<file path="src/rtl/wisc_pkg.sv">
// Shared defaults for the register file: width, depth and read-port count,
// plus the write-counter width and its saturating increment.
package wisc_pkg;

   localparam int DATA_W_DEF = 16;
   localparam int ADDR_W_DEF = 4;
   localparam int NUM_RD_DEF = 2;
   localparam int WR_CNT_W   = 8;

   typedef logic [WR_CNT_W-1:0] wr_cnt_t;

   function automatic wr_cnt_t sat_inc(input wr_cnt_t c);
      return (c == '1) ? c : c + wr_cnt_t'(1);
   endfunction

endpackage

</file>
<file path="src/rtl/reg_file_param_decoder.sv">
// decoder_param: ADDR_W-to-2**ADDR_W one-hot decoder with enable; all-zero
// output when disabled. Drives the register file write wordline.
module decoder_param #(
   parameter int IN_W = 4
) (
   input  logic [IN_W-1:0]      addr,
   input  logic                 en,
   output logic [2**IN_W-1:0]   onehot
);

   always_comb begin
      onehot = '0;
      if (en) onehot[addr] = 1'b1;
   end

endmodule

</file>
<file path="src/rtl/reg_file_param.sv">
// Parametrised multi-read, single-write register file with optional hard-wired
// zero register, saturating write counter and optional write-to-read bypass
// (enabled by defining REG_FILE_BYPASS_EN).
module reg_file_param
   import wisc_pkg::*;
#(
   parameter int DATA_W  = DATA_W_DEF,
   parameter int ADDR_W  = ADDR_W_DEF,
   parameter int NUM_RD  = NUM_RD_DEF,
   parameter int ZERO_R0 = 1
) (
   input  logic                     clk,
   input  logic                     rst,
   input  logic                     WriteReg,
   input  logic [ADDR_W-1:0]        DstReg,
   input  logic [DATA_W-1:0]        DstData,
   input  logic [NUM_RD*ADDR_W-1:0] SrcReg,
   output logic [NUM_RD*DATA_W-1:0] SrcData,
   output logic [WR_CNT_W-1:0]      WrCount
);

   localparam int DEPTH = 2**ADDR_W;

   logic [DATA_W-1:0] regs [DEPTH];
   logic [DEPTH-1:0]  wordline;
   logic              commit;
   wr_cnt_t           wr_cnt;

   decoder_param #(.IN_W(ADDR_W)) u_wr_dec (
      .addr   (DstReg),
      .en     (WriteReg),
      .onehot (wordline)
   );

   // A write to a hard-wired zero register is not a committed write.
   assign commit = WriteReg && !((ZERO_R0 != 0) && (DstReg == '0));

   // NOTE: the array is reset explicitly because cleared contents are part of
   // the visible behaviour after reset; this keeps it out of RAM macros.
   always_ff @(posedge clk) begin
      if (rst) begin
         for (int i = 0; i < DEPTH; i++) regs[i] <= '0;
         wr_cnt <= '0;
      end else begin
         for (int i = 0; i < DEPTH; i++) begin
            if (wordline[i] && !((ZERO_R0 != 0) && (i == 0))) regs[i] <= DstData;
         end
         if (commit) wr_cnt <= sat_inc(wr_cnt);
      end
   end

   assign WrCount = wr_cnt;

   for (genvar p = 0; p < NUM_RD; p++) begin : g_rd
      logic [ADDR_W-1:0] addr;
      logic [DATA_W-1:0] data;

      assign addr = SrcReg[p*ADDR_W +: ADDR_W];

      always_comb begin
         data = regs[addr];
`ifdef REG_FILE_BYPASS_EN
         if (WriteReg && !rst && (addr == DstReg)) data = DstData;
`endif
         // Zero override last so neither storage nor bypass can leak into R0.
         if ((ZERO_R0 != 0) && (addr == '0)) data = '0;
      end

      assign SrcData[p*DATA_W +: DATA_W] = data;
   end

endmodule

</file>
<file path="config.mk">
export PLATFORM = sky130hd
export DESIGN_NAME = reg_file_param
export DESIGN_NICKNAME = d
export VERILOG_FILES = /design/src/rtl/wisc_pkg.sv /design/src/rtl/reg_file_param_decoder.sv /design/src/rtl/reg_file_param.sv
export SDC_FILE = /design/constraint.sdc
export NUM_CORES = 1
export LEC_CHECK = 0
export ABC_AREA = 1
export BUFFER_PORTS_ARGS = -buffer_cell sky130_fd_sc_hd__buf_4
export CORE_UTILIZATION = 50
export DETAILED_ROUTE_END_ITERATION = 8
export PLACE_DENSITY = 0.77
export SLEW_MARGIN = 20
export SYNTH_ARGS = -nofsm -noshare
export SYNTH_HDL_FRONTEND = slang
export SYNTH_SLANG_ARGS = --single-unit
</file>
<file path="constraint.sdc">
create_clock -name clk -period 2.4 [get_ports clk]
set_input_delay 0.12 -clock clk [delete_from_list [all_inputs] [get_ports clk]]
set_output_delay 0.12 -clock clk [all_outputs]
set_load 0.005 [all_outputs]
</file>
==> results of run 1 <==
layout make-up:
type,count,area [um2]
clock buffer,37,773
clock inverter,10,128
fill,2294,11400
inverter,237,900
multi-input combinational,1150,4980
sequential,248,7370
tap,341,427
timing repair buffer,119,998
cell usage in the layout (no fill, tap or decap), types with 2 or more instances in the layout:
cell           count
clkbuf_8           6
a21oi_1           25
nor2_1           253
nand2_2            2
dlygate4sd3_1     12
o211ai_1          32
clkbuf_16         27
dfxtp_1            8
nand3_1          210
o21ai_0           35
clkbuf_1           4
o21ai_2            5
clkinv_2           3
nand2_1          552
nand2_4            2
nor2_8             4
nand4_1           19
nor2_2             5
buf_4            101
inv_4              4
bufinv_16          3
inv_2              3
clkinv_1           9
edfxtp_1         240
buf_12             6
inv_1            224
worst register-to-register path, stage by stage (launching register included):
cell and delay [ns]:
dfxtp_1 0.46, ha_1 0.29, nand2_1 0.07, inv_1 0.11
nand3_2 0.13, nand2_2 0.18, nand2_1 0.07, a21oi_1 0.13
registers in the layout, indices dropped and copies added (netlist names):
| register | count |
|---|---|
| regs | 240 |
| WrCount | 8 |
power breakdown:
part           internal [uW]  switching, uW
combinational            487           1070
sequential              5070            133
clock                   2560           1690
total                   8110           2890
cell families after synthesis:
group	share of synthesized area
and+or+nand+nor	0.317
buffers and inverters	0.103
DFF	0.536
AOI/OAI and AO/OA	0.0419
xor gates and xnor gates	0.000638
adders and majority gates	0.000911
per-layer routing:
layer | wire [um] | share of wire | GRT usage
met1 | 16000 | 0.37 | 0.391
met2 | 20200 | 0.47 | 0.515
met3 | 4790 | 0.11 | 0.0487
met4 | 2310 | 0.053 | 0.171
met5 | 45 | 0.0010 | 0.0122
metrics by stage:
step                utilization  std cells  power [uW]  hold slack, ns
finish                    0.578       2142       11000          0.0852
global placement          0.540       2083        6730           0.444
detailed placement        0.540       2083        6770           0.440
global route              0.578       2142       11300           0.109
floorplan                     -       1723        6160           0.339
CTS                       0.578       2142       10900          0.0845
how the worst min path moves through the flow:
stage / end / cells past startpoint / from
2_1_floorplan: regs[1][10] / 2 / DstData[10]
3_3_place_gp: regs[1][1] / 3 / DstData[1]
3_5_place_dp: regs[1][1] / 3 / DstData[1]
4_1_cts: WrCount[4] / 5 / WriteReg
5_1_grt: WrCount[3] / 5 / WriteReg
6_report: WrCount[3] / 5 / WriteReg
==> results, run 1 <==
- The setup check on the worst reg-to-reg path leaves a slack of 0.90 ns.
- The number of antenna violations at the first check in global routing is 0.
- The total area inside the core boundary comes to 27000 um2.
- The number of diodes is 0.
- The cell seen most often among critical-path stages is buf_4.
- The classification of the worst setup path is input pin to register.
- Setup violations remaining at the end of the flow were counted as 0.
- Entering global routing, the biggest net connects 67 pins.
- 71 I/O pins were placed.
- The total number of yosys warnings is 0.
- After synthesis the netlist holds a flip-flop and latch count of 248.
- The smallest setup slack after layout is ~0.36 ns.
- The number of buffers inserted to repair setup after CTS is 0.
- In the final routed layout, each cell accounts on average for 20.2 um.
- After the first detailed-routing iteration, the DRC count stood at approximately 1800.
- The cell chosen for the clock root is clkbuf_16.
- The reg-to-reg endpoint is WrCount[2].
- The final-layout setup total negative slack is 0 ns.
- Clock-pin slew was measured on the worst setup and hold paths at about 0.060 ns.
- The worst pin sits at a relative slew slack of 0.219.
- The share of synthesized area in the top cell type comes to 0.525.
- The first global-routing pass estimated 66.9 mm of wire.
- The initial utilization of the core area, before any placement, comes to 0.510.
- The row count is 60.
- The congestion estimate from routability-driven global placement came to 0.939.
- The critical path contains buffers and inverters numbering 4 combined.
- The post-synthesis cell count is 1723.
- TritonCTS built the clock tree.
- The worst setup path is launched from an input pin.
- The synthesized area is 13700 um2.
- The synthesized design spends more area on one cell type than any other, namely edfxtp_1.
- By area the synthesized netlist is led by edfxtp_1, nand2_1, nand3_1.
- The iteration count of the initial detailed-routing pass is 9.
- The leakage power figure is 0.00686 uW.
- The slew at the pin closest to its max-slew limit is 1.17 ns.
- The hold violation total from the final report is 0.
- Measured in cells, the most critical reg-to-reg path has a length of 7.
- Synthesis produced a netlist with a net count of around 1800.
- The clock buffer count from CTS is 26.
- The minimum period implied by the final worst setup slack is about 2.0 ns.
- The sum of routed wire length over all layers is 43.3 mm.
- After synthesis, the mean cell area works out to 7.97 um2.
- The cell area after layout is 15600 um2.
- nand2_1 is the most common cell in the netlist.
- The critical path data arrival time is 2.18 ns.
- The tool flagged a number of max-cap violations equal to 0.
- On the worst path, the slowest cell contributes a delay of 0.54 ns.
- Timing would allow up to between 0.4 and 0.5 GHz.
- The routed layout has 12600 vias.
- The distinct cell type count after synthesis is 26.
- The ratio of routed vias to standard cells is 5.89.
- Clock skew on the completed layout was measured at 0.00434 ns.
- The via count of the first global-routing pass is 12200.
- Once placement finished, the instance area stood at 14500 um2.
- The die is 168 um tall.
- In the routed design, unresolved DRC markers number 0.
- Gates resized during post-CTS repair numbered 0.
- The maximum vdd ir drop is 685 uV.
- The number of antenna-violating nets in the routed design is 0.
- The worst hold path belongs to the class input pin to register.
- CTS built an H-tree with a depth of 1.
- The largest driver fanout on the critical path is 23.
- Following the worst setup path forward leads to its endpoint at regs[11][8].
- The insertion delay of the later-clocked pin in the worst-skew pair is 0.53 ns.
- Of the cells placed in the final design, the portion with a size suffix greater than 1 is 0.0966.
- The die covers 28100 um2.
- In this run the worst setup path begins at rst.
- The total congestion overflow after global routing is 0.
- The power density of the placed cells is 706 nW/um2.
- In the synthesized netlist, the cells that appear most often are nand2_1, nor2_1, edfxtp_1.
- The number of hold buffers added after CTS was 12.
- The final number of max-transition violations is 0.
- The HPWL after detailed placement is 28.7 mm.
- For this run, the total global-route usage over all layers was measured as 0.311.
- Yosys mapped a number of flops with a built-in enable equal to 240.
- Prior to clock tree synthesis, the placed netlist has a worst setup slack of 0.435 ns.
- Data on the critical path is required at its endpoint by 2.54 ns.
- The run finished with clean final reports.
- The share of synthesized registers carrying an async set or reset is 0.
- The slowest stage of the critical path belongs to the cell dlygate4sd3_1.
- For this run, the register share of the synthesized area comes to 0.536.
- The clock sink count is 248.
- The endpoint type of the worst setup path is a register.
- Broken down by cell family, the worst path's largest delay share belongs to buffers and inverters.
- The number of nets in the layout is 1814.
- Setup repair after global routing left no endpoint under its margin.
- The critical register-to-register path startpoint is WrCount[0].
- Relative to the synthesized area, the layout overhead comes to 13.4%.
- The signal on the critical path passes through dlygate4sd3_1 -> buf_4 -> clkinv_1 -> buf_4 -> o21ai_2.
- The maximum buffer depth of the clock tree is 3.
- The final cycle utilization of the critical path is 0.849.
- In this run the horizontal extent of the chip is roughly 170 um.
- Counting buffers and inverters, the worst setup path is 5 cells deep.
- The most used flip-flop cell after synthesis is edfxtp_1.
- Buffers placed on the I/O ports in this run total 70.
Power figures use the tool's default switching activity.
==> run 2, diff against run 1 <==
--- a/config.mk
+++ b/config.mk
@@ -9,7 +9,7 @@
 export BUFFER_PORTS_ARGS = -buffer_cell sky130_fd_sc_hd__buf_4
 export CORE_UTILIZATION = 50
 export DETAILED_ROUTE_END_ITERATION = 8
-export PLACE_DENSITY = 0.77
+export PLACE_DENSITY = 0.8
 export SLEW_MARGIN = 20
 export SYNTH_ARGS = -nofsm -noshare
 export SYNTH_HDL_FRONTEND = slang
==> constraint.sdc (replaced) <==
create_clock -name clk -period 1.8 [get_ports clk]
set_input_delay 0.09 -clock clk [delete_from_list [all_inputs] [get_ports clk]]
set_output_delay 0.09 -clock clk [all_outputs]
set_load 0.005 [all_outputs]
==> run 2 against run 1 <==
  * Global-route usage increased by 0.80 points
  * Via count is 1.9% higher
  * Highest routed layer is now met4
  * Design area grew 4.6%
  * Clock power grew 36%
  * Power is 36% higher
  * Setup slack worse by 0.34 ns
  * Sequential power up 33%
  * Die area unchanged
  * Utilization grew 2.6 points
  * Wire length grew 4.7%
  * Flip-flop and latch count unchanged
  * Cell count is 2.1% higher
==> results, run 2 (synthesis gave the netlist of run 1 again) <==
- The run finished with clean final reports.
- The CTS H-tree depth was 1 (unchanged).
- The number of buffers added on ports is 70 (unchanged).
- The via count of the first global-routing pass came to 12400 (+1.5%).
- The endpoint type of the worst setup path is a primary output.
- The uppermost layer routed is met4.
- The routed length on met2 is 20.9 mm (+3.5%).
- The share of final-layout standard cells stronger than drive strength 1 is 0.191 (+0.0947).
- The count of pins on the block boundary is 71 (unchanged).
- The maximum vdd ir drop came to 740 uV (+8.1%).
- The final number of setup-violating endpoints is 0 (unchanged).
- The number of antenna-violating nets in the routed design is 0 (unchanged).
- The path depth of the worst reg2reg path is 7 (unchanged).
- The count of buffer and inverter cells on the critical path is 2 (-2).
- The power density of the placed cells is 921 nW/um2 (+30%).
- In this run the critical register-to-register path is captured at WrCount[5].
- The initial core utilization is 0.510 (unchanged).
- The minimum period implied by the final worst setup slack is 1.78 ns.
- The clock buffer count from CTS came to 27 (+3.8%).
- The reg2reg setup slack came to 0.31 ns (-0.59 ns).
- The maximum buffer depth of the clock tree is 3 (unchanged).
- The leakage power figure is 0.00717 uW (+4.5%).
- For hold timing, the worst endpoint is regs[2][8].
- The relative contribution of sequential cells to total power came to 0.461 (-0.012).
- The worst slew margin relative to its limit is 0.581 (+0.362).
- STA classifies the critical path startpoint as a register.
- The insertion delay of the later-clocked pin in the worst-skew pair was 0.56 ns (+0.03 ns).
- The flip-flop count of the largest register after layout is 240 (unchanged).
- The number of DRC violations after detailed routing is 0 (unchanged).
- The slew at the pin closest to its max-slew limit was 0.628 ns (-0.543 ns).
- The row count is 60 (unchanged).
- The iteration count of the initial detailed-routing pass is 8 (-1).
- The sum of routed wire segments on met1 is 16.2 mm (+1.5%).
- The total power after layout is 15000 uW (+36%).
- The internal power came to 10900 uW (+35%).
- The width of the die is 168 um (unchanged).
- The clock edge transition at the registers on the reported setup and hold paths is 0.06 ns (about the same).
- The total congestion overflow after global routing came to 0 (unchanged).
- The largest net degree at the start of global routing is 51 (-24%).
- The cell depth of the worst hold path is 3 (-2).
- The core footprint is 27000 um2 (unchanged).
- In the finished design, the share of the clock period the worst path needs comes to 0.990.
- The switching share of power came to 0.271 (+0.00813).
- The number of diodes is 0 (unchanged).
- The clock sink count is 248 (unchanged).
- The sum of routed wire length over all layers came to 45.4 mm (+4.7%).
- The critical path in this run is classified as register to primary output.
- The final-layout fill cell count is 2296 (+0.087%).
- The critical register-to-register path startpoint is WrCount[1].
- Relative to the synthesized area, the layout overhead comes to 18.6%.
- The top cell types in the final layout, fill and taps aside, are nand2_1, nor2_1, edfxtp_1.
- The die extent in y is 168 um (unchanged).
- The total met3 wirelength after detailed routing is 5.88 mm (+23%).
- TritonCTS built the clock tree.
- The global router's overall resource usage was 0.319 (+0.00804).
- The placed standard-cell area came to 14900 um2 (+2.4%).
- The portion of total power attributed to the clock network is 0.384 (-0.002).
- The hold violation total from the final report is 0 (unchanged).
- The slowest stage of the critical path belongs to the cell edfxtp_1.
- The longest individual stage delay on the worst path came to 0.35 ns (-0.19 ns).
- The final-layout setup total negative slack is 0 ns (unchanged).
- Setup repair after global routing could not meet its margin everywhere.
- The number of nets in the layout is 1856 (+2.3%).
- The number of vias after detailed routing was 12900 (+1.9%).
- The number of antenna violations at the first check in global routing is 0 (unchanged).
- The data required time at the worst endpoint came to 1.71 ns (-0.83 ns).
- The switching power was 4060 uW (+41%).
- The first-pass GRT wire length came to 68.1 mm (+1.8%).
- Counting flops per register, the top entry is regs.
- The most common cell after layout, fill and taps aside is nand2_1.
- The final number of max-transition violations was 0 (unchanged).
- The detailed router's first-iteration violation count is 1947 (+8.5%).
- The worst hold path begins at DstData[8].
- The root buffer cell chosen for the clock tree is clkbuf_16.
- The critical path data arrival time was 1.69 ns (-0.49 ns).
- The logic gate share of total power came to 0.154 (+0.013).
- The final clock skew is 0.00257 ns (-0.00176 ns).
- The HPWL after detailed placement was 29.6 mm (+3.1%).
- The die footprint is 28100 um2 (unchanged).
- Among cell families on the critical path, the largest total delay comes from simple AND/OR/NAND/NOR gates.
- The global placement routability congestion came to 0.939 (about the same).
- The tightest min-delay check is of the input pin to register type.
- The ratio of routed vias to standard cells is 5.88 (-0.11%).
- The largest driver fanout on the critical path is 2 (-91%).
- The average wire per standard cell is 20.8 um (+2.6%).
- The number of max-cap violations is 0 (unchanged).
- The cell area after layout is 16300 um2 (+4.6%).
- Based on the critical path, the design can be clocked at up to between 0.5 and 0.6 GHz.
- Traced cell by cell, the critical path runs through inv_1 -> nor2_1 -> nor2_1 -> nand3_1 -> nand3_1 -> nand2_1 -> buf_4.
run 2: cell types whose count changed in the layout (fill, tap and decap cells not counted), sizes merged:
cell | before | now
buf | 107 | 149
clkbuf | 37 | 36
dlygate4sd3 | 12 | 11
clkinv | 12 | 16
run 2: repair_timing:
action,in CTS,in global routing
pin swaps,1,45
hold buffers,11,0
endpoints found under the hold margin,11,0
cloned,0,0
buffers inserted,0,0
setup endpoints to repair,6,28
gates resized for setup,11,152
run 2: power by group through the flow:
stage | Combinational (uW) | Clock (uW) | Sequential [uW]
2_1_floorplan | 1240 | 0 | 6980
3_3_place_gp | 2040 | 0 | 7000
3_5_place_dp | 2090 | 0 | 7020
4_1_cts | 2130 | 5770 | 6900
5_1_grt | 2480 | 5990 | 6950
6_report | 2310 | 5760 | 6920
run 2: worst max-delay path by stage:
stage,depth (start not counted),end,slack [ns],startpoint
floorplan,3,regs[1][0],-0.12,DstReg[3]
global placement,9,SrcData[20],0.20,SrcReg[5]
detailed placement,9,SrcData[21],0.16,SrcReg[5]
CTS,9,SrcData[2],0.003,regs[6][2]
global route,9,SrcData[8],-0.06,regs[6][8]
finish,7,SrcData[7],0.02,regs[13][7]
run 2: worst min-delay path, stage by stage:
cell      delay, ns
buf_4          0.11
clkinv_1       0.15
nor2_1         0.07
run 2: layer usage:
metal / vias up / global-route usage
li1: 5726 / -
met1: 5914 / 0.402
met2: 998 / 0.519
met3: 215 / 0.0685
met4: 0 / 0.166
met5: - / 0
run 2: through the flow:
stage	hold WS [ns]	utilization	setup WS [ns]	instances
6_report	0.0323	0.604	0.0180	2186
5_1_grt	0.0381	0.604	-0.0618	2186
4_1_cts	0.0147	0.591	0.00265	2186
3_5_place_dp	0.420	0.553	0.164	2125
3_3_place_gp	0.413	0.553	0.203	2125
2_1_floorplan	0.309	-	-0.123	1723
run 2: cell type report:
cell class | count | area (um2) | share of cell area
Sequential cell | 248 | 7370 | 0.452
Multi-Input combinational cell | 1150 | 5300 | 0.326
Timing Repair Buffer | 160 | 1380 | 0.0844
Inverter | 237 | 900 | 0.0552
Clock buffer | 36 | 769 | 0.0472
Tap cell | 341 | 427 | 0.0262
Clock inverter | 14 | 144 | 0.00884
